==> src/rtl/mem_arbiter_pkg.sv <==
// mem_arbiter_pkg: shared types and defaults for the memory arbiter slice.
// Holds the arbiter FSM state encoding, the default memory latency and block
// size, and the 16-bit word/address types used on every memory-side port.
package mem_arbiter_pkg;

  localparam int unsigned MEM_LAT_DEF   = 4;  // cycles from read issue to data return
  localparam int unsigned BLK_WORDS_DEF = 8;  // 16-bit words per cache block

  typedef logic [15:0] word_t;
  typedef logic [15:0] addr_t;

  typedef enum logic [1:0] {
    IDLE   = 2'd0,
    IFILL  = 2'd1,
    DFILL  = 2'd2,
    DWRITE = 2'd3
  } arb_state_e;

endpackage

==> src/rtl/arb_fill_counter.sv <==
// arb_fill_counter: issue and return word counters for one block fill.
// Both counters wrap at BLK_WORDS; issue_done latches once the last read has
// gone out so no further reads are issued, ret_last flags the final return.
module arb_fill_counter #(
  parameter int unsigned BLK_WORDS = 8
) (
  input  logic                         clk,
  input  logic                         rst_n,
  input  logic                         clear,
  input  logic                         issue,
  input  logic                         ret,
  output logic [$clog2(BLK_WORDS)-1:0] issue_cnt,
  output logic [$clog2(BLK_WORDS)-1:0] ret_cnt,
  output logic                         issue_done,
  output logic                         ret_last
);

  localparam int unsigned          CW   = $clog2(BLK_WORDS);
  localparam logic [CW-1:0]        LAST = CW'(BLK_WORDS - 1);

  // Count issued reads and returned words; clear between operations.
  // NOTE: reset is sampled only at the clock edge (synchronous), so it lives inside the posedge block.
  always_ff @(posedge clk) begin
    if (!rst_n || clear) begin
      // NOTE: state flops use non-blocking assignments so every flop sees pre-edge values.
      issue_cnt  <= '0;
      ret_cnt    <= '0;
      issue_done <= 1'b0;
    end else begin
      if (issue && !issue_done) begin
        issue_cnt <= issue_cnt + 1'b1;
        if (issue_cnt == LAST) issue_done <= 1'b1;
      end
      if (ret) ret_cnt <= ret_cnt + 1'b1;
    end
  end

  assign ret_last = (ret_cnt == LAST);

endmodule

==> src/rtl/mem_arbiter.sv <==
// mem_arbiter: arbitrates I-cache fills, D-cache fills and D-cache
// write-through stores onto one main-memory port.
// Build option: define ARB_RR_EN to alternate ic/dc miss priority
// (round-robin); stores always win. Undefined gives fixed dc-over-ic priority.
module mem_arbiter
  import mem_arbiter_pkg::*;
#(
  parameter int unsigned MEM_LAT   = MEM_LAT_DEF,
  parameter int unsigned BLK_WORDS = BLK_WORDS_DEF
) (
  input  logic                         clk,
  input  logic                         rst_n,
  input  logic                         ic_miss,
  input  addr_t                        ic_miss_addr,
  input  logic                         dc_miss,
  input  addr_t                        dc_miss_addr,
  input  logic                         dc_wr_req,
  input  addr_t                        dc_wr_addr,
  input  word_t                        dc_wr_data,
  output logic                         mem_en,
  output logic                         mem_wr,
  output addr_t                        mem_addr,
  output word_t                        mem_wdata,
  input  word_t                        mem_rdata,
  input  logic                         mem_data_valid,
  output logic                         ic_fill_valid,
  output logic                         dc_fill_valid,
  output word_t                        fill_data,
  output logic [$clog2(BLK_WORDS)-1:0] fill_word,
  output logic                         ic_fill_done,
  output logic                         dc_fill_done,
  output logic                         dc_wr_ack
);

  localparam int unsigned CW = $clog2(BLK_WORDS);

  // Fill addressing needs a power-of-two block and a latency of at least one cycle.
  if (MEM_LAT == 0 || BLK_WORDS < 2 || (BLK_WORDS & (BLK_WORDS - 1)) != 0) begin : g_bad_params
    $error("mem_arbiter: MEM_LAT must be >0 and BLK_WORDS a power of two >= 2");
  end

  arb_state_e    state_q, state_d;
  addr_t         miss_addr_q, miss_addr_d;
  logic          in_fill, issue, ret, dc_wins;
  logic [CW-1:0] issue_cnt, ret_cnt;
  logic          issue_done, ret_last;
  logic          unused_low_bits;

  assign in_fill = (state_q == IFILL) || (state_q == DFILL);

  // Word offset bits of the miss address are regenerated from the issue counter.
  assign unused_low_bits = ^miss_addr_q[CW:0];

  arb_fill_counter #(.BLK_WORDS(BLK_WORDS)) u_fill_counter (
    .clk        (clk),
    .rst_n      (rst_n),
    .clear      (!in_fill),
    .issue      (issue),
    .ret        (ret),
    .issue_cnt  (issue_cnt),
    .ret_cnt    (ret_cnt),
    .issue_done (issue_done),
    .ret_last   (ret_last)
  );

`ifdef ARB_RR_EN
  logic last_dc_q;

  // Remember which miss side won last so it loses the next ic/dc tie.
  always_ff @(posedge clk) begin
    if (!rst_n) begin
      last_dc_q <= 1'b0;
    end else if (state_q == IDLE && state_d == DFILL) begin
      last_dc_q <= 1'b1;
    end else if (state_q == IDLE && state_d == IFILL) begin
      last_dc_q <= 1'b0;
    end
  end

  assign dc_wins = !last_dc_q;
`else
  assign dc_wins = 1'b1;
`endif

  // State and latched miss address register.
  always_ff @(posedge clk) begin
    if (!rst_n) begin
      state_q     <= IDLE;
      miss_addr_q <= '0;
    end else begin
      state_q     <= state_d;
      miss_addr_q <= miss_addr_d;
    end
  end

  // Grant decision in IDLE, read issue/return steering in fills, single-cycle store.
  always_comb begin
    // NOTE: every output and next-state signal gets a default first, so no path infers a latch.
    state_d       = state_q;
    miss_addr_d   = miss_addr_q;
    issue         = 1'b0;
    ret           = 1'b0;
    mem_en        = 1'b0;
    mem_wr        = 1'b0;
    mem_addr      = '0;
    mem_wdata     = '0;
    ic_fill_valid = 1'b0;
    dc_fill_valid = 1'b0;
    fill_data     = '0;
    fill_word     = '0;
    ic_fill_done  = 1'b0;
    dc_fill_done  = 1'b0;
    dc_wr_ack     = 1'b0;

    unique case (state_q)
      IDLE: begin
        if (dc_wr_req) begin
          state_d = DWRITE;
        end else if (dc_miss && (!ic_miss || dc_wins)) begin
          state_d     = DFILL;
          miss_addr_d = dc_miss_addr;
        end else if (ic_miss) begin
          state_d     = IFILL;
          miss_addr_d = ic_miss_addr;
        end
      end

      IFILL, DFILL: begin
        if (!issue_done) begin
          issue    = 1'b1;
          mem_en   = 1'b1;
          mem_addr = {miss_addr_q[15:CW+1], issue_cnt, 1'b0};
        end
        if (mem_data_valid) begin
          ret       = 1'b1;
          fill_data = mem_rdata;
          fill_word = ret_cnt;
          if (state_q == IFILL) ic_fill_valid = 1'b1;
          else                  dc_fill_valid = 1'b1;
          if (ret_last) begin
            if (state_q == IFILL) ic_fill_done = 1'b1;
            else                  dc_fill_done = 1'b1;
            state_d = IDLE;
          end
        end
      end

      DWRITE: begin
        mem_en    = 1'b1;
        mem_wr    = 1'b1;
        mem_addr  = dc_wr_addr;
        mem_wdata = dc_wr_data;
        dc_wr_ack = 1'b1;
        state_d   = IDLE;
      end

      default: state_d = IDLE;
    endcase
  end

endmodule

==> config.mk <==
export PLATFORM = sky130hd
export DESIGN_NAME = mem_arbiter
export DESIGN_NICKNAME = d
export VERILOG_FILES = /design/src/rtl/mem_arbiter_pkg.sv /design/src/rtl/arb_fill_counter.sv /design/src/rtl/mem_arbiter.sv
export SDC_FILE = /design/constraint.sdc
export NUM_CORES = 1
export LEC_CHECK = 0
export ABC_AREA = 1
export CELL_PAD_IN_SITES_DETAIL_PLACEMENT = 0
export CELL_PAD_IN_SITES_GLOBAL_PLACEMENT = 2
export CORE_MARGIN = 4
export CORE_UTILIZATION = 14
export DETAILED_ROUTE_END_ITERATION = 12
export GPL_ROUTABILITY_DRIVEN = 0
export GPL_TIMING_DRIVEN = 0
export PLACE_DENSITY_LB_ADDON = 0.1
export SYNTH_ARGS = -nofsm -noshare
export SYNTH_HDL_FRONTEND = slang
export SYNTH_HIERARCHICAL = 1
export SYNTH_SLANG_ARGS = --single-unit
==> constraint.sdc <==
create_clock -name clk -period 2.3 [get_ports clk]
set_clock_uncertainty 0.05 [all_clocks]
set_input_delay 0.23 -clock clk [delete_from_list [all_inputs] [get_ports clk]]
set_output_delay 0.23 -clock clk [all_outputs]
set_load 0.005 [all_outputs]
Word level (Yosys, flattened, before mapping). Cells that the tools add are included.

Register bits after elaboration: 25.

Add/subtract/negate cells: 2. Equality and inequality tests: 8. Mux-type cells: 33. Bitwise operators: 1. Reductions and logical operators: 12.

Operators by type and width (count): 16-bit two-way mux (6); 16-bit case mux with 2 select lines (1); 1-bit two-way mux (17); 2-bit two-way mux (5); 3-bit by 1-bit adder with 3-bit output (second input constant) (2); 3-bit == test (second input constant) (2); 3-bit two-way mux (2); 2-bit case mux with 3 select lines (1); 3-bit AND reduction (2); 2-bit == test (second input constant) (2); 2-bit != test (second input constant) (2); 4-bit != test (second input constant) (1); 1-bit zero test (3); 2-bit by 1-bit == test with 1-bit output (second input constant) (1); 2-bit zero test (1); 1-bit logical OR (2); 1-bit case mux with 2 select lines (1); 2-bit AND reduction (1); 2-bit nonzero test (1); 2-bit OR reduction (1); 1-bit logical AND (1); 1-bit NOT (1).

Longest topological paths before layout. Gate-level depths: netlist (run 1).

Word-level depth: 5. Depth in mapped cells: 10. Gate-level depth less buffers: 9.

Cells and area by module. Netlist (run 1), hierarchy kept.

Modules (own cells, without submodules): mem_arbiter (instances 1, cells each 282, area an instance 1477.7 um^2, sequential area each 280.3 um^2); arb_fill_counter (instances 1, cells each 42, area an instance 329.1 um^2, sequential area each 140.1 um^2).

Worst setup path after synthesis (run 1). No wires, ideal clock.

Path type: flip-flop to output port. From: register state_q[0]. To: output port mem_addr[1]. Data arrival time: 1475 ps. Slack: 545 ps. Stages on the path, launching flop included: 9. Path buffers: 1. Cells stage by stage: dfxtp_1 inv_1 ha_1 inv_2 or2_1 inv_2 buf_12 nand2_2 a21oi_2.

Cells in the longest elaborated chain, start to end: 3. Elaborated cells on any way between the ends: 5.

Ends and longest elaborated chain: start: declaration (line mem_arbiter.sv:42) `arb_state_e state_q, state_d;`; start signal: assignment (line mem_arbiter.sv:91) `state_q <= state_d;`; 2-bit by 1-bit == test with 1-bit output or 2-bit == test (tied branches) (line mem_arbiter.sv:115) `unique case (state_q)`; 2-bit OR reduction (line mem_arbiter.sv:115); 16-bit case mux with 2 select lines (*) (line mem_arbiter.sv:115); end: declaration (line mem_arbiter.sv:22) `output addr_t mem_addr,`.

Every way passes the cells marked *; elsewhere a longest branch is shown, timed or not.

Final worst setup path (run 1).
From: register state_q[1]. To: output port fill_data[13].

Cells in the longest elaborated chain, start to end: 3. Elaborated cells on any way between the ends: 4.

Ends and longest elaborated chain: 2-bit by 1-bit == test with 1-bit output or 2-bit == test (tied branches) (line mem_arbiter.sv:115); 2-bit OR reduction (*) (line mem_arbiter.sv:115); 16-bit two-way mux (*) (line mem_arbiter.sv:115); end: declaration (line mem_arbiter.sv:28) `output word_t fill_data,`.

Marked as above.

==> flow_summary.toml, run 1 <==
[yosys]
ys_seq_area_frac = 0.233
synthMuxAreaShare = 0
synth_top_family_by_area = "simple AND/OR/NAND/NOR gates"
ys_types = 22
synth-compound-area-share = 0.117
avgSynthCellArea_um2 = 5.58
netlist_area_um2 = 1810
yosysWarnings = 6
postSynthRegisterBits = 21
synthCells = 324
synth_xor_area_frac = 0.00485
synth_simple_gate_area_frac = 0.374
synthAdderAreaFrac = 0.0693
syn_nets = 420

[detailed_routing]
first_pass_iters = 4
wl_per_cell_um = 10.3
vias_per_cell = 3.44
drt-initial-drc-count = 37
drc = 0
wl_um = 6560
antenna_left = 0
vias = 2196

[sta]
tns_ns = 0
setup_viol = 0
worstMarginPinSlew_ns = 0.499
fin_crit_sh = 0.945
hold_viol = 0
slew_headroom = 0.667
fmax_ghz = 0.460
hold_slack_ns = 0.433
drv_slew = 0
period_minus_slack_ns = 2.17
rsz0062_at_grt = "no"

[placement]
numPortBuffers = 134
hpwl_um = 5560
placed_cells = 630

[run_status]
outcome = "complete, no violations"

[setup_path]
crit_required_ns = 2.02
cp_max_fo = 10
cp-start-kind = "flop"
end_kind = "output pin"
r2r-start = "state_q[1]"
timing.rr.end = "u_fill_counter/issue_cnt[0]"
r2r_cells = 12
arrival_ns = 1.89
reg2reg_slack_ns = 0.40
path_class = "flop to output pin"

[cts]
h-tree-depth = 1
cts_num_sinks = 21
tritoncts = "yes"
cts.clk_slew.worst_paths_ns = 0.06
cts-root-buf = "clkbuf_16"
cts_inserted_buffers = 3
insertion_delay_ns = 0.25
clock_path_buffers = 2
cts_hold_buf = 0

[final_layout]
final_cells = 639
layout_commonest_cell = "clkdlybuf4s50_1"
fin_nets = 564
drive_gt1_frac = 0.116
area_delta_synth_final_pct = 93.1
post-route-util = 0.276
fillers = 1494
antennaDiodeCount = 0
final_cell_mix = "clkdlybuf4s50_1 (118), nand2_1 (92), inv_1 (70), nor2_1 (58), dfxtp_1 (19)"

[pwr]
peakVddDrop_uv = 270
pwr-share-comb = 0.688
p_int_mw = 1.69
seq_power_share = 0.185
p_per_area_nw_per_um2 = 834
p_sw_mw = 1.22
switching_share = 0.420
leakagePower_nw = 1.70
pwr-share-clk = 0.127

[grt]
grt_pass1_wl_um = 10600
grt_max_degree = 12
grt_usage = 0.0886
grt_pass1_vias = 2207
antenna_found_initial = 0
grt-ovfl-total = 0

[floorplan]
core_um2 = 12600
ios = 144
die_x_um = 122
die_y_um = 122
dieArea_um2 = 14800
start_util = 0.143
num_rows = 41

[min_path]
hold_end = "miss_addr_q[10]"
worstHoldStart = "dc_miss"
hold_path_class = "input port to flop"
hold_depth = 5

[job]
cap_violations = 0
-- what timing repair did --
| item | CTS | global route |
|---|---|---|
| gates resized for setup | 36 | 12 |
| endpoints found under the setup margin | 46 | 31 |
| setup buffers | 4 | 2 |
| cloned | 0 | 0 |
-- state kept, by name, indices dropped and copies added, names as in the netlist --
signal                     cells
miss_addr_q                   12
state_q                        2
u_fill_counter/issue_cnt       3
u_fill_counter/issue_done      1
u_fill_counter/ret_cnt         3
-- metrics by stage --
step	worst slack (ns)	power (mW)	area, um^2
CTS	0.000260	2.94	3480
detailed placement	-0.181	2.39	3360
finish	0.126	2.91	3490
global route	0.00218	3.22	3490
floorplan	0.545	1.57	1810
global placement	-0.201	2.40	3360
-- Yosys cell counts (all sizes together) --
| library cell | count | share of area |
|---|---|---|
| a21oi | 20 | 0.072 |
| buf | 9 | 0.034 |
| clkbuf | 6 | 0.012 |
| dfxtp | 21 | 0.23 |
| ha | 10 | 0.069 |
| inv | 75 | 0.16 |
| nand2 | 100 | 0.22 |
| nand3 | 5 | 0.014 |
| nor2 | 61 | 0.13 |
| nor3b | 1 | 0.0042 |
| o21ai | 14 | 0.045 |
| or2 | 1 | 0.0035 |
| xnor2 | 1 | 0.0048 |
-- metal layers --
metal,vias to the layer above,track usage,part of all wire
li1,1221,-,-
met3,4,0.0297,0.093
met4,0,0.0231,0.0099
met2,81,0.149,0.46
met1,890,0.109,0.44
met5,-,0,0
-- worst max-delay path, cell delays in order, from the launching register on --
cell and delay (ns):
dfxtp_4 0.36, inv_2 0.06, ha_4 0.28, nand2_1 0.11, clkbuf_4 0.21, nor2_1 0.11
clkdlybuf4s50_1 0.51
-- power by group through the flow --
stage | sequential, mW | clock, mW | combinational, mW
CTS | 0.539 | 0.396 | 2.01
global route | 0.550 | 0.405 | 2.26
floorplan | 0.515 | 0 | 1.06
finish | 0.538 | 0.371 | 2.00
global placement | 0.535 | 0 | 1.86
detailed placement | 0.536 | 0 | 1.85
-- kinds of logic (layout without fill, tap and decap cells) --
family / count (synthesis) / in the layout
AND/OR/NAND/NOR: 168 / 168
adder cells (fa/ha/maj): 10 / 10
flip-flops: 21 / 21
AO/OA/AOI/OAI: 34 / 34
buffers and inverters: 90 / 233
XOR/XNOR: 1 / 1
-- worst max-delay path by stage --
stage,end,startpoint
after floorplan,mem_addr[1],state_q[0]
after global placement,mem_addr[15],state_q[0]
after detailed placement,mem_addr[15],state_q[0]
after CTS,mem_addr[11],state_q[1]
after global routing,fill_data[11],state_q[1]
final,fill_data[13],state_q[1]
-- cell type report --
class | count | area [um^2] | share of cell area
well taps | 172 | 215 | 0.0617
repair buffers | 140 | 1360 | 0.388
flip-flops and latches | 21 | 428 | 0.123
multi-input cells | 213 | 1040 | 0.297
plain buffers | 14 | 91.3 | 0.0262
inverters | 75 | 284 | 0.0814
clock buffers | 4 | 78.8 | 0.0226
Power figures use the tool's default switching activity.
==> inputs of run 2 (changes only) <==
- ABC_CLOCK_PERIOD_IN_PS: unset -> 2300
==> results of run 2 <==
The final DEF is identical to that of run 1; final timing and power are the same.
==> inputs of run 3 (changes only) <==
- CAP_MARGIN: unset -> 0
==> results of run 3 <==
The final DEF is identical to that of run 1; final timing and power are the same.
